===== src/rtl/data_memory_sized.sv =====
// Word-organised data RAM with byte/half/word loads and stores, a registered one-cycle
// response path, fault detection, and a hardware clear sweep after reset or on request.
module data_memory_sized #(
    parameter int ADDR_WIDTH     = 32,
    parameter int CELLS_NUMBER   = 128,
    parameter int CLEAR_ON_RESET = 1
) (
    input  logic                  i_clk,
    input  logic                  i_arst_n,
    input  logic                  i_clear,
    input  logic                  i_req,
    input  logic                  i_we,
    input  logic [1:0]            i_size,
    input  logic                  i_unsigned,
    input  logic [ADDR_WIDTH-1:0] i_address,
    input  logic [31:0]           i_write_data,
    output logic                  o_ready,
    output logic                  o_busy,
    output logic                  o_resp_valid,
    output logic [31:0]           o_read_data,
    output logic                  o_fault
);

    localparam int IDX_W = $clog2(CELLS_NUMBER);
    localparam logic [IDX_W-1:0] LAST_IDX = IDX_W'(CELLS_NUMBER - 1);

    typedef enum logic {
        ST_CLEAR,
        ST_IDLE
    } state_t;

    state_t state, state_next;
    logic [IDX_W-1:0] clear_cnt, clear_cnt_next;

    logic [31:0] mem [CELLS_NUMBER];

    logic [ADDR_WIDTH-3:0] word_idx;
    logic [IDX_W-1:0]      mem_idx;
    logic [1:0]            lane;
    logic                  in_range;
    logic                  size_fault;
    logic                  req_fault;
    logic                  accept;
    logic [3:0]            byte_en;
    logic [31:0]           wdata_lane;
    logic [31:0]           rd_word;
    logic [31:0]           rd_shift;
    logic [31:0]           load_ext;

    assign word_idx = i_address[ADDR_WIDTH-1:2];
    assign lane     = i_address[1:0];
    assign mem_idx  = word_idx[IDX_W-1:0];
    assign in_range = ({2'b00, word_idx} < ADDR_WIDTH'(CELLS_NUMBER));

    assign o_ready = (state == ST_IDLE);
    assign o_busy  = (state == ST_CLEAR);
    assign accept  = i_req & o_ready & ~i_clear;

    always_comb begin
        size_fault = 1'b0;
        case (i_size)
            2'b00:   size_fault = 1'b0;
            2'b01:   size_fault = i_address[0];
            2'b10:   size_fault = |i_address[1:0];
            default: size_fault = 1'b1;
        endcase
    end

    assign req_fault = size_fault | ~in_range;

    // Store data and byte enables are moved up to the addressed lane.
    always_comb begin
        byte_en = 4'b0000;
        case (i_size)
            2'b00:   byte_en = 4'b0001 << lane;
            2'b01:   byte_en = 4'b0011 << lane;
            default: byte_en = 4'b1111;
        endcase
    end

    assign wdata_lane = i_write_data << {lane, 3'b000};

    assign rd_word  = mem[mem_idx];
    assign rd_shift = rd_word >> {lane, 3'b000};

    always_comb begin
        load_ext = rd_shift;
        case (i_size)
            2'b00:   load_ext = i_unsigned ? {24'h0, rd_shift[7:0]}
                                           : {{24{rd_shift[7]}}, rd_shift[7:0]};
            2'b01:   load_ext = i_unsigned ? {16'h0, rd_shift[15:0]}
                                           : {{16{rd_shift[15]}}, rd_shift[15:0]};
            default: load_ext = rd_shift;
        endcase
    end

    always_comb begin
        state_next     = state;
        clear_cnt_next = clear_cnt;
        case (state)
            ST_CLEAR: begin
                if (i_clear) begin
                    clear_cnt_next = '0;
                end else if (clear_cnt == LAST_IDX) begin
                    clear_cnt_next = '0;
                    state_next     = ST_IDLE;
                end else begin
                    clear_cnt_next = clear_cnt + 1'b1;
                end
            end
            ST_IDLE: begin
                if (i_clear) begin
                    state_next     = ST_CLEAR;
                    clear_cnt_next = '0;
                end
            end
            default: state_next = ST_IDLE;
        endcase
    end

    always_ff @(posedge i_clk or negedge i_arst_n) begin
        if (!i_arst_n) begin
            state     <= (CLEAR_ON_RESET != 0) ? ST_CLEAR : ST_IDLE;
            clear_cnt <= '0;
        end else begin
            state     <= state_next;
            clear_cnt <= clear_cnt_next;
        end
    end

    // The array has no reset; the sweep is the only way it is zeroed.
    always_ff @(posedge i_clk) begin
        if (state == ST_CLEAR) begin
            mem[clear_cnt] <= 32'h0;
        end else if (accept && i_we && !req_fault) begin
            for (int k = 0; k < 4; k++) begin
                if (byte_en[k]) begin
                    mem[mem_idx][8*k +: 8] <= wdata_lane[8*k +: 8];
                end
            end
        end
    end

    always_ff @(posedge i_clk or negedge i_arst_n) begin
        if (!i_arst_n) begin
            o_resp_valid <= 1'b0;
            o_read_data  <= 32'h0;
            o_fault      <= 1'b0;
        end else begin
            o_resp_valid <= accept;
            if (accept) begin
                o_fault     <= req_fault;
                o_read_data <= (req_fault || i_we) ? 32'h0 : load_ext;
            end
        end
    end

endmodule


===== config.mk =====
export PLATFORM = sky130hd
export DESIGN_NAME = data_memory_sized
export DESIGN_NICKNAME = d
export VERILOG_FILES = /design/src/rtl/data_memory_sized.sv
export SDC_FILE = /design/constraint.sdc
export NUM_CORES = 2
export LEC_CHECK = 0
export ABC_AREA = 1
export BUFFER_PORTS_ARGS = -buffer_cell sky130_fd_sc_hd__buf_2
export CORE_ASPECT_RATIO = 0.75
export CORE_MARGIN = 10
export CORE_UTILIZATION = 50
export DETAILED_ROUTE_END_ITERATION = 12
export HOLD_SLACK_MARGIN = 0.03
export PLACE_DENSITY = 0.76
export REMOVE_ABC_BUFFERS = 1
export SLEW_MARGIN = 30
export SYNTH_ARGS = -nofsm -noshare
export SYNTH_HDL_FRONTEND = slang
export SYNTH_SLANG_ARGS = --single-unit

===== constraint.sdc =====
create_clock -name i_clk -period 13 [get_ports i_clk]
set_input_delay 1.3 -clock i_clk [delete_from_list [all_inputs] [get_ports i_clk]]
set_output_delay 1.3 -clock i_clk [all_outputs]
set_load 0.01 [all_outputs]

==> out/metrics.cfg <==
[outcome]
status=completed

[cts]
cts_setup_buffers=0
clock-sinks=4138
cts_hold_buffers=0
clockBufferDepth=4
clockRootBuffer=clkbuf_16
insertion_delay_ns=0.91
clk_pin_slew_worst_paths_ns=0.06
cts-buffers-inserted=359
ctsResizeCount=0
cts_tree=yes
htreeDepth=5

[route]
avgRoutedWirePerCell_um=25.08
via_per_inst=6.134
drtIter0Drc=18410
finalWirelength_mm=466.3
num_vias=114000
drt_first_pass_iters=10
drc_errors=0
antenna_left=0

[layout]
mostFrequentLayoutCell=edfxtp_1
area_growth_pct=9.248
drive_above_1_share=0.06231
nets=13910
fin_area_sq_um=183300
multi_input_area_sq_um=39850
fill_cells=26380
final_cells=18590
final_cell_mix=edfxtp_1, nand2_1, nand3_1
layout.area.seq_sq_um=124000

[sta]
rsz0062_at_grt=false
period_needed_ns=6.366
worstMarginPinSlew_ns=1.121
setup_violations=0
fin_skew_ns=0.03705
final.setup.worst_slack_ns=6.634
setup_tns_ns=0
hold_violations=0
fmax_mhz=157.1
drv_slew=0
relSlewSlack=0.2524
fin_crit_sh=0.4897

[power_and_ir_drop]
combPwrFrac=0.055
leakage_nw=64.74
p_per_area_nw_per_um2=144.7
intPower_mw=20.64
power_switching_share=0.2219
ir_drop_mv=0.1352
seqPwrFrac=0.546
p_clk_frac=0.399
p_switching_mw=5.887

[synth]
ys_types=34
syn_avg_cell_area_sq_um=11.84
syn_area_sq_um=167800
ys.flop_type=edfxtp_1
ys_async_sr_fraction=0.01015
synth-seq-cells=4138
synth_edf_count=4096
ys_warn_count=0
ys_seq_area_frac=0.7394
netlist_instances=14170

[worst_setup_path]
cp.depth=18
required_ns=13.77
max_stage_delay_ns=0.71
path_cells=buf_8 -> buf_4 -> buf_4 -> buf_4 -> buf_4 -> nand3_1 -> nand3_1 -> nand3_1 -> nand3_1 -> nand3_1 -> nand3_1 -> nand3_1 -> nand3_1 -> nand2_1 -> nand2_1 -> nand2_1 -> nand2_1 -> nand2_1
cp_common_cell=nand3_1
reg2reg_depth=12
startpoint=i_address[3]
cp.arrival_ns=7.14
worstSetupStartpointType=input port
crit_slowest_cell=buf_4
crit_buf_inv=5
worstSetupPathType=input port to register
end_kind=register
cp_max_fo=95
reg2reg_from=o_ready
crit_family=buffers and inverters

[run]
cap_violations=0

[die]
core-area_sq_um=334500
initial_utilization=0.5015
io-pin-count=108
num_rows=184
fp.dieH_um=521.6
dieArea_sq_um=359300
dieWidth_um=688.9

[global_route]
grt_pass1_wl_mm=689.2
grt_antenna_before_repair=4
grt_pass1_vias=107400
grt_max_degree=204
grt-ovfl-total=0
track_usage=0.2507

[worst_hold_path]
hold_path.class=input port to async pin

[placed_design]
post-place-ws_ns=6.038
dpl.hpwl_mm=277.8
placed_cells=17940
gp_congestion=0.9587
placed_area_sq_um=171900
buffer_ports.inserted=107

==> kinds of logic after synthesis <==
family,count (synthesis),synth area share
AO/OA/AOI/OAI,803,0.02630
XOR/XNOR,4,0.0002089
adder cells (fa/ha/maj),1,0.00007457
buffers and inverters,1033,0.02476
flip-flops,4138,0.7394
AND/OR/NAND/NOR,8193,0.2092
==> metal layers <==
layer	part of all wire	global-route usage	routed length [um]	vias to the layer above
li1	-	-	-	49930
met1	0.36	0.3416	169700	54720
met2	0.44	0.3754	206600	8116
met3	0.13	0.06398	61930	1252
met4	0.060	0.1268	28100	4
met5	0.000058	0	27	-
==> path summary, 6_finish.rpt <==
check,end,slack [ns]
setup / recovery,o_read_data[27],6.63
hold / removal,o_ready,0.39
setup reg to reg,mem[92][23],7.20
hold reg to reg,o_read_data[13],0.51
max in group asynchronous,o_read_data[14],12.15
min in group i_clk,o_read_data[13],0.51
==> synth_stat cells, types with 21 or more instances <==
cell	number	share of area
nor2_1	1015	0.023
edfxtp_1	4096	0.73
inv_1	31	0.00069
nand3_1	3346	0.10
o22ai_1	236	0.0088
a21oi_1	28	0.00084
nor2_2	21	0.00078
buf_2	212	0.0063
clkbuf_1	595	0.013
nand2_1	3776	0.084
dfrtp_1	42	0.0063
o21ai_0	503	0.015
buf_1	181	0.0040
==> sequential cells by signal, indices dropped and copies added (netlist names) <==
register,cells
mem,4096
o_read_data,32
clear_cnt,7
o_fault,1
o_ready,1
o_resp_valid,1
==> power by group through the flow <==
stage / Clock, mW / Combinational, mW / Sequential (mW)
2_1_floorplan: 0 / 1.56 / 14.8
3_3_place_gp: 0 / 1.37 / 14.8
3_5_place_dp: 0 / 1.39 / 14.8
4_1_cts: 10.6 / 1.41 / 14.5
5_1_grt: 11.1 / 1.56 / 14.5
6_report: 10.6 / 1.46 / 14.5
==> layout make-up <==
cell class,count,area share
Antenna cell,3,0.00004096
Clock buffer,444,0.05192
Clock inverter,200,0.009721
Inverter,43,0.001126
Multi-Input combinational cell,9001,0.2174
Sequential cell,4138,0.6768
Tap cell,4464,0.03047
Timing Repair Buffer,296,0.01245
==> through the flow <==
stage | total power [mW] | hold slack, ns | util
detailed placement | 16.16 | 0.4896 | 0.5138
finish | 26.53 | 0.3872 | 0.5479
floorplan | 16.32 | 0.5000 | -
global route | 27.15 | 0.4162 | 0.5479
global placement | 16.14 | 0.4727 | 0.5138
CTS | 26.47 | 0.3758 | 0.5476
Note: power is estimated with default switching activity, not from simulation.
